**src/rtl/vx_barrier_ctrl_pkg.sv**
```systemverilog
// Shared GPU types for the warp barrier controller: request format, per-slot state and
// the default warp/barrier counts.
package vx_barrier_ctrl_pkg;

   localparam int unsigned CFG_NUM_WARPS    = 4;
   localparam int unsigned CFG_NUM_BARRIERS = 4;

   localparam int unsigned NW_BITS  = $clog2(CFG_NUM_WARPS);
   localparam int unsigned NB_BITS  = $clog2(CFG_NUM_BARRIERS);
   // Zero-width guards for single-warp / single-barrier configurations
   localparam int unsigned NW_WIDTH = (NW_BITS == 0) ? 1 : NW_BITS;
   localparam int unsigned NB_WIDTH = (NB_BITS == 0) ? 1 : NB_BITS;

   typedef struct packed {
      logic                valid;
      logic [NB_WIDTH-1:0] id;
      logic [NW_WIDTH-1:0] size_m1;
   } gpu_barrier_t;

   typedef struct packed {
      logic                     active;
      logic [NW_WIDTH-1:0]      count;
      logic [NW_WIDTH-1:0]      size_m1;
      logic [CFG_NUM_WARPS-1:0] wait_mask;
   } barrier_state_t;

endpackage

```
**src/rtl/vx_barrier_ctrl.sv**
```systemverilog
// Warp barrier controller: counts arrivals per barrier slot, holds arriving warps and
// releases them all with a registered one-cycle pulse when the last warp arrives.
module vx_barrier_ctrl
   import vx_barrier_ctrl_pkg::*;
#(
   parameter int unsigned NUM_WARPS    = CFG_NUM_WARPS,
   parameter int unsigned NUM_BARRIERS = CFG_NUM_BARRIERS
) (
   input  logic                 clk,
   input  logic                 reset_n,
   input  gpu_barrier_t         barrier_req,
   input  logic [NW_WIDTH-1:0]  barrier_wid,
   output logic [NUM_WARPS-1:0] stall_mask,
   output logic                 release_valid,
   output logic [NB_WIDTH-1:0]  release_id,
   output logic [NUM_WARPS-1:0] release_mask,
   output logic                 error
);

   logic [NUM_WARPS-1:0]    wid_onehot;
   logic [NUM_WARPS-1:0]    wait_any;
   logic [NUM_WARPS-1:0]    wait_b [NUM_BARRIERS];
   logic [NUM_WARPS-1:0]    rel_mask_b [NUM_BARRIERS];
   logic [NUM_BARRIERS-1:0] complete;
   logic [NUM_BARRIERS-1:0] mismatch;
   logic                    id_ok;
   logic                    dup;
   logic                    accept;

   logic                    rel_valid_d;
   logic [NB_WIDTH-1:0]     rel_id_d;
   logic [NUM_WARPS-1:0]    rel_mask_d;
   logic                    err_d;

   always_comb begin
      wid_onehot = '0;
      wid_onehot[barrier_wid] = 1'b1;
   end

   always_comb begin
      wait_any = '0;
      id_ok    = 1'b0;
      for (int b = 0; b < NUM_BARRIERS; b++) begin
         wait_any = wait_any | wait_b[b];
         if (barrier_req.id == NB_WIDTH'(b)) id_ok = 1'b1;
      end
   end

   // A warp already parked at any barrier may not arrive again; such requests are dropped.
   assign dup    = |(wait_any & wid_onehot);
   assign accept = barrier_req.valid && id_ok && !dup;

   for (genvar b = 0; b < NUM_BARRIERS; b++) begin : g_bar
      barrier_state_t state_q;
      barrier_state_t state_d;
      logic           hit;
      logic           done;

      assign hit           = accept && (barrier_req.id == NB_WIDTH'(b));
      assign mismatch[b]   = hit && state_q.active && (barrier_req.size_m1 != state_q.size_m1);
      assign complete[b]   = done;
      assign wait_b[b]     = state_q.wait_mask;
      assign rel_mask_b[b] = state_q.wait_mask | wid_onehot;

      always_comb begin
         state_d = state_q;
         done    = 1'b0;
         if (hit) begin
            if (!state_q.active) begin
               if (barrier_req.size_m1 == '0) begin
                  done = 1'b1;
               end else begin
                  state_d.active    = 1'b1;
                  state_d.count     = NW_WIDTH'(1);
                  state_d.size_m1   = barrier_req.size_m1;
                  state_d.wait_mask = wid_onehot;
               end
            end else if (state_q.count < state_q.size_m1) begin
               // Mismatched size still counts against the latched size
               state_d.count     = state_q.count + NW_WIDTH'(1);
               state_d.wait_mask = state_q.wait_mask | wid_onehot;
            end else begin
               done = 1'b1;
            end
            if (done) state_d = '0;
         end
      end

      always_ff @(posedge clk) begin
         if (!reset_n) state_q <= '0;
         else          state_q <= state_d;
      end
   end

   // At most one request per cycle, so at most one slot completes.
   always_comb begin
      rel_valid_d = |complete;
      rel_id_d    = '0;
      rel_mask_d  = '0;
      for (int b = 0; b < NUM_BARRIERS; b++) begin
         if (complete[b]) begin
            rel_id_d   = NB_WIDTH'(b);
            rel_mask_d = rel_mask_b[b];
         end
      end
      err_d = barrier_req.valid && (!id_ok || dup || (|mismatch));
   end

   always_ff @(posedge clk) begin
      if (!reset_n) begin
         release_valid <= 1'b0;
         release_id    <= '0;
         release_mask  <= '0;
         error         <= 1'b0;
      end else begin
         release_valid <= rel_valid_d;
         release_id    <= rel_id_d;
         release_mask  <= rel_mask_d;
         error         <= err_d;
      end
   end

   assign stall_mask = wait_any;

endmodule

```
**config.mk**
```make
export PLATFORM = sky130hd
export DESIGN_NAME = vx_barrier_ctrl
export DESIGN_NICKNAME = d
export VERILOG_FILES = /design/src/rtl/vx_barrier_ctrl_pkg.sv /design/src/rtl/vx_barrier_ctrl.sv
export SDC_FILE = /design/constraint.sdc
export NUM_CORES = 1
export LEC_CHECK = 0
export ABC_AREA = 0
export CAP_MARGIN = 25
export CORE_MARGIN = 1.5
export CORE_UTILIZATION = 30
export DETAILED_ROUTE_END_ITERATION = 10
export HOLD_SLACK_MARGIN = 0.15
export PLACE_DENSITY = 0.43
export RECOVER_POWER = 50
export SLEW_MARGIN = 0
export SYNTH_ARGS = -nofsm -noshare
export SYNTH_HDL_FRONTEND = slang
export SYNTH_SLANG_ARGS = --single-unit
```
**constraint.sdc**
```tcl
create_clock -name clk -period 6.6 [get_ports clk]
set_clock_uncertainty 0.2 [all_clocks]
set_input_delay 1.32 -clock clk [delete_from_list [all_inputs] [get_ports clk]]
set_output_delay 1.32 -clock clk [all_outputs]
set_load 0.01 [all_outputs]
```
# After elaboration in Yosys (flattened, before gate mapping)
# Cells that the tools add are included.
# word_totals
n_memories,0
mem_bits_rw,0
reg_bits,44
latch_bits,0
output_inout_bits,12
inputBits,9
mem_bits_ro,0
elab_cells,153
# op_classes
magnitude_cmp,6
mul,0
n_shift,0
muxes,59
n_reduce_logical,33
div_mod_pow,0
addsub,4
n_eq_ne,23
bitwise,8
# op_table
cell,count
$mux 4,12
$mux 9,5
$mux 2,14
$or 4x4->4,7
$mux 1,27
$reduce_and 3->1,8
$logic_and 1x1->1,16
$ne 3x1->1 const B,4
$reduce_or 4->1,3
$ne 2x1->1 const B,5
$ne 3x3->1 const B,3
$add 2x1->2 const B,4
$lt 2x2->1,4
$ne 2x2->1,4
$ne 2x2->1 const B,3
$and 4x4->4,1
$eq 2x2->1 const B,2
$logic_not 2->1,2
$lt 2x3->1 const B,1
$ne 3x2->1 const B,1
$demux 1 s2,1
$eq 2x1->1 const B,1
$ge 2x1->1 const B,1
$logic_not 1->1,2
$logic_or 1x1->1,2

# Logic depth before layout (Yosys ltp)
# logic_depth
depth_word,15
mapped_depth,9
ltp_nobuf,7

# Worst setup path before layout
# No wires, ideal clock.
# synth_timing
path_type,input -> register
startpoint,input port barrier_wid[1]
endpoint,register g_bar[1].state_q[6] (netlist name)
path_buffers,3
t_arrival_ns,2.947
path_slack_ns,3.382
setup_time_ns,0.070
t_required_ns,6.330
path_stages,8
cell_sequence,clkbuf_1 -> nor2b_1 -> clkbuf_1 -> a222oi_1 -> buf_4 -> nand2_2 -> or4_1 -> a21oi_1
# synth_between
elab_chain_len,10
word_cells_on_any_way,11
classes_between,order compare: 2; mux: 2; bitwise: 1; reduce/logical: 6
# synth_rtl
element,line,text
"start, declared",vx_barrier_ctrl.sv:12,"input logic [NW_WIDTH-1:0] barrier_wid,"
$lt 2x3->1 (implied by the code) / $ge 2x1->1 (equally long branches),vx_barrier_ctrl.sv:37,wid_onehot[barrier_wid] = 1'b1;
$logic_and 1x1->1 (implied by the code),vx_barrier_ctrl.sv:37,
$mux 1 (implied by the code),vx_barrier_ctrl.sv:37,
$demux 1 s2 (*),vx_barrier_ctrl.sv:37,
$and 4x4->4 (*),vx_barrier_ctrl.sv:50,assign dup = |(wait_any & wid_onehot);
$reduce_or 4->1 (*),vx_barrier_ctrl.sv:50,
$logic_not 1->1 (*),vx_barrier_ctrl.sv:51,assign accept = barrier_req.valid && id_ok && !dup;
$logic_and 1x1->1 (*),vx_barrier_ctrl.sv:51,
$logic_and 1x1->1 (*),vx_barrier_ctrl.sv:59,assign hit = accept && (barrier_req.id == NB_WIDTH'(b));
$reduce_and 3->1 (no line) (*),n/a,
"end signal, assigned",vx_barrier_ctrl.sv:91,else state_q <= state_d;
"end, declared",vx_barrier_ctrl.sv:54,barrier_state_t state_q;
# Mark *: on every way between the ends. The rest lies on a longest branch, timed or not.
# A chain may end at the register's enable or synchronous reset.

# Worst setup path in the final report
# layout_timing
startpoint,input port barrier_wid[0]
endpoint,register g_bar[2].state_q[7] (netlist name)
# layout_between
elab_chain_len,10
word_cells_on_any_way,11
classes_between,order compare: 2; mux: 2; bitwise: 1; reduce/logical: 6
# layout_rtl
element,line
$lt 2x3->1 (implied by the code) / $ge 2x1->1 (equally long branches),vx_barrier_ctrl.sv:37
$logic_and 1x1->1 (implied by the code),vx_barrier_ctrl.sv:37
$mux 1 (implied by the code),vx_barrier_ctrl.sv:37
$demux 1 s2 (*),vx_barrier_ctrl.sv:37
$and 4x4->4 (*),vx_barrier_ctrl.sv:50
$reduce_or 4->1 (*),vx_barrier_ctrl.sv:50
$logic_not 1->1 (*),vx_barrier_ctrl.sv:51
$logic_and 1x1->1 (*),vx_barrier_ctrl.sv:51
$logic_and 1x1->1 (*),vx_barrier_ctrl.sv:59
$reduce_and 3->1 (no line) (*),n/a
"end signal, assigned",vx_barrier_ctrl.sv:91
"end, declared",vx_barrier_ctrl.sv:54
# Marks and branches as above.

==> results.yml <==
worst_setup_path:
  regToRegStartpoint: "g_bar[1].state_q[2]"
  critPathTopFamily: "simple AND/OR/NAND/NOR gates"
  critPathLaunchType: "input port"
  crit_arrival_ns: 4.17
  crit_chain: "dlygate4sd3_1, nor2b_1, a222oi_1, clkbuf_1, nand4b_1, or2_1, o31ai_1"
  reg2reg_slack_ns: 3.48
  cpMaxStageDelayCell: "dlygate4sd3_1"
  path_buf_inv: 2
  worstPathRequired_ns: 6.63
  critical_path.max_stage_delay_ns: 0.67
  path_max_fanout: 11
  reg2reg_to: "g_bar[2].state_q[7]"
  critical_path_class: "input port to flop"
  end_kind: "flop"
  worst-r2r-cell-count: 6
drt:
  routed_wl_mm: 7.70
  dr.pass1.iters: 4
  wire_per_inst_microns: 18.2
  vias: 2310
  viasPerCell: 5.46
  drtIter0Drc: 130
  drc: 0
  drtAntennaViolNets: 0
cells_and_area:
  drive_gt1_share_pct: 6.92
  mostFrequentLayoutCell: "dfxtp_1"
  nNetsFinal: 330
  most-common-layout-cells: "dfxtp_1 (44), nor2_1 (26), nand2_1 (24), o21ai_0 (21), nand3_1 (19)"
  final_cells: 423
  n_antenna_cell: 0
  areaGrowthSynthToFinish_pct: 13.8
timing:
  min_period_ns: 4.14
  rsz0062_at_grt: "false"
  slew-limit-headroom_pct: 42.6
  clock.fmax_ghz: 0.241
  finalMaxSlewViolations: 0
  period_share_pct: 62.8
  hold_violations: 0
  setup_viol: 0
  tightest_slew_ns: 0.851
  finalSetupTns_ns: 0
synth:
  synth_edf_count: 0
  ys_ff_latch: 44
  synthTopCellsByArea: "dfxtp_1 (35%), o21ai_0 (4.2%), nor2_1 (3.9%)"
  yosys_most_used_dff: "dfxtp_1"
  syn-cell-area_sq_um: 2510
  synthesis.nets: 324
  ys_types: 57
  synth-seq-area-share_pct: 35.1
  post_synth.cell_area_avg_sq_um: 8.07
  ys_async_sr_fraction_pct: 0
  yosysTopAreaCell: "dfxtp_1"
  synth_top_cell_area_share_pct: 35.1
  yosysWarnings: 0
  syn_inst: 311
placement:
  port_buffers: 20
  dp.cells: 415
  gp_congestion: 0.836
  dp_hpwl_mm: 5.58
power:
  leakagePower_nw: 1.05
  p_per_area_nw_per_um2: 202
  irDropWorstVdd_uv: 76.0
  design_power_total_mw: 0.575
cts:
  clock-sinks: 44
  ctsHoldBuffers: 0
  cts_resized: 0
  insertion_delay_ns: 0.31
  cts_root_buf: "clkbuf_8"
  numCtsBuffers: 5
  htree_levels: 2
  clkSlewWorstSetupHoldPaths_ns: 0.08
  cts_tree: "yes"
  post_cts_buffers: 0
  clockBufferDepth: 2
floorplanning:
  die-area_sq_um: 8920
  core_area_sq_um: 8180
  fp.dieH_microns: 94.4
  rows: 33
  die_x_microns: 94.4
  pin_count: 21
  start_util_pct: 30.7
hold_path:
  holdCritStartpoint: "g_bar[1].state_q[7]"
  holdCritPathClass: "flop to flop"
  min_path_cells: 1
  min_to: "g_bar[1].state_q[7]"
run_status:
  outcome: "completed"
grt:
  grt_pass1_wl_mm: 12.4
  grt_pass1_vias: 2223
  grt.total_usage_pct: 18.6
  grt-ovfl-total: 0
  antenna_found_initial: 0
  grt_max_degree: 38
flow_run:
  drv_cap: 0
## power breakdown
part / leakage, nW / internal (mW) / switching, mW
clock network: 0.0552 / 0.112 / 0.0984
registers: 0.357 / 0.273 / 0.00846
logic: 0.637 / 0.0300 / 0.0532
## how the worst max path moves through the flow
| stage | startpoint | end | depth (start not counted) |
|---|---|---|---|
| after detailed placement | barrier_wid[1] | release_mask[2] | 7 |
| after global routing | barrier_wid[0] | g_bar[2].state_q[7] | 7 |
| after floorplan | barrier_wid[1] | g_bar[1].state_q[6] | 8 |
| final | barrier_wid[0] | g_bar[2].state_q[7] | 7 |
| after global placement | barrier_wid[1] | release_mask[2] | 7 |
| after CTS | barrier_wid[1] | release_mask[2] | 7 |
## state kept, by name (all words and copies together) (netlist names)
| name | count |
|---|---|
| error | 1 |
| g_bar.state_q | 36 |
| release_id | 2 |
| release_mask | 4 |
| release_valid | 1 |
## cell families (layout without fill, tap and decap cells)
group | count (synthesis) | after routing | share of synthesized area (%)
xor gates and xnor gates | 8 | 8 | 2.79
adders and majority gates | 4 | 4 | 2.00
and+or+nand+nor | 132 | 132 | 29.2
DFF | 44 | 44 | 35.1
AOI/OAI and AO/OA | 87 | 87 | 23.9
muxes | 3 | 3 | 1.70
buffers and inverters | 33 | 40 | 5.29
## metrics by stage
stage,utilization [%],hold WS (ns),setup slack (ns),area (sq um)
global route,34.9,0.308,2.21,2850
finish,34.9,0.277,2.46,2850
CTS,35.1,0.281,2.83,2870
detailed placement,33.8,0.270,2.50,2760
global placement,33.8,0.270,2.54,2760
floorplan,-,0.245,3.38,2510
## Yosys cell counts (6+ instances only)
| master | n |
|---|---|
| a211oi_1 | 6 |
| a21oi_1 | 11 |
| a31o_2 | 7 |
| clkbuf_1 | 19 |
| dfxtp_1 | 44 |
| inv_1 | 10 |
| nand2_1 | 24 |
| nand2b_1 | 8 |
| nand3_1 | 17 |
| nor2_1 | 26 |
| nor2b_1 | 8 |
| nor3b_1 | 6 |
| o21ai_0 | 21 |
| xor2_1 | 8 |
## worst register-to-register path, stage by stage, from the launching register on
cell and delay, ns:
dfxtp_1 0.36, or4_4 0.57, a222oi_1 0.32, clkbuf_1 0.46, nand4b_1 0.52, or2_1 0.42, o31ai_1 0.19
## final cells by class
| class | count | area (sq um) |
|---|---|---|
| Fill cell | 891 | 5320 |
| Multi-Input combinational cell | 234 | 1490 |
| Sequential cell | 44 | 881 |
| Timing Repair Buffer | 22 | 211 |
| Tap cell | 105 | 131 |
| Clock buffer | 6 | 72.6 |
| Inverter | 10 | 37.5 |
| Clock inverter | 2 | 35.0 |
## layer usage
metal  track usage [%]  wire length (microns)  vias up
met5                 0                      0        -
li1                  -                      -     1157
met1              25.5                   3860     1106
met4              4.85                    116        0
met2              30.0                   3520       37
met3              3.06                    205       10
Power figures use the tool's default switching activity.
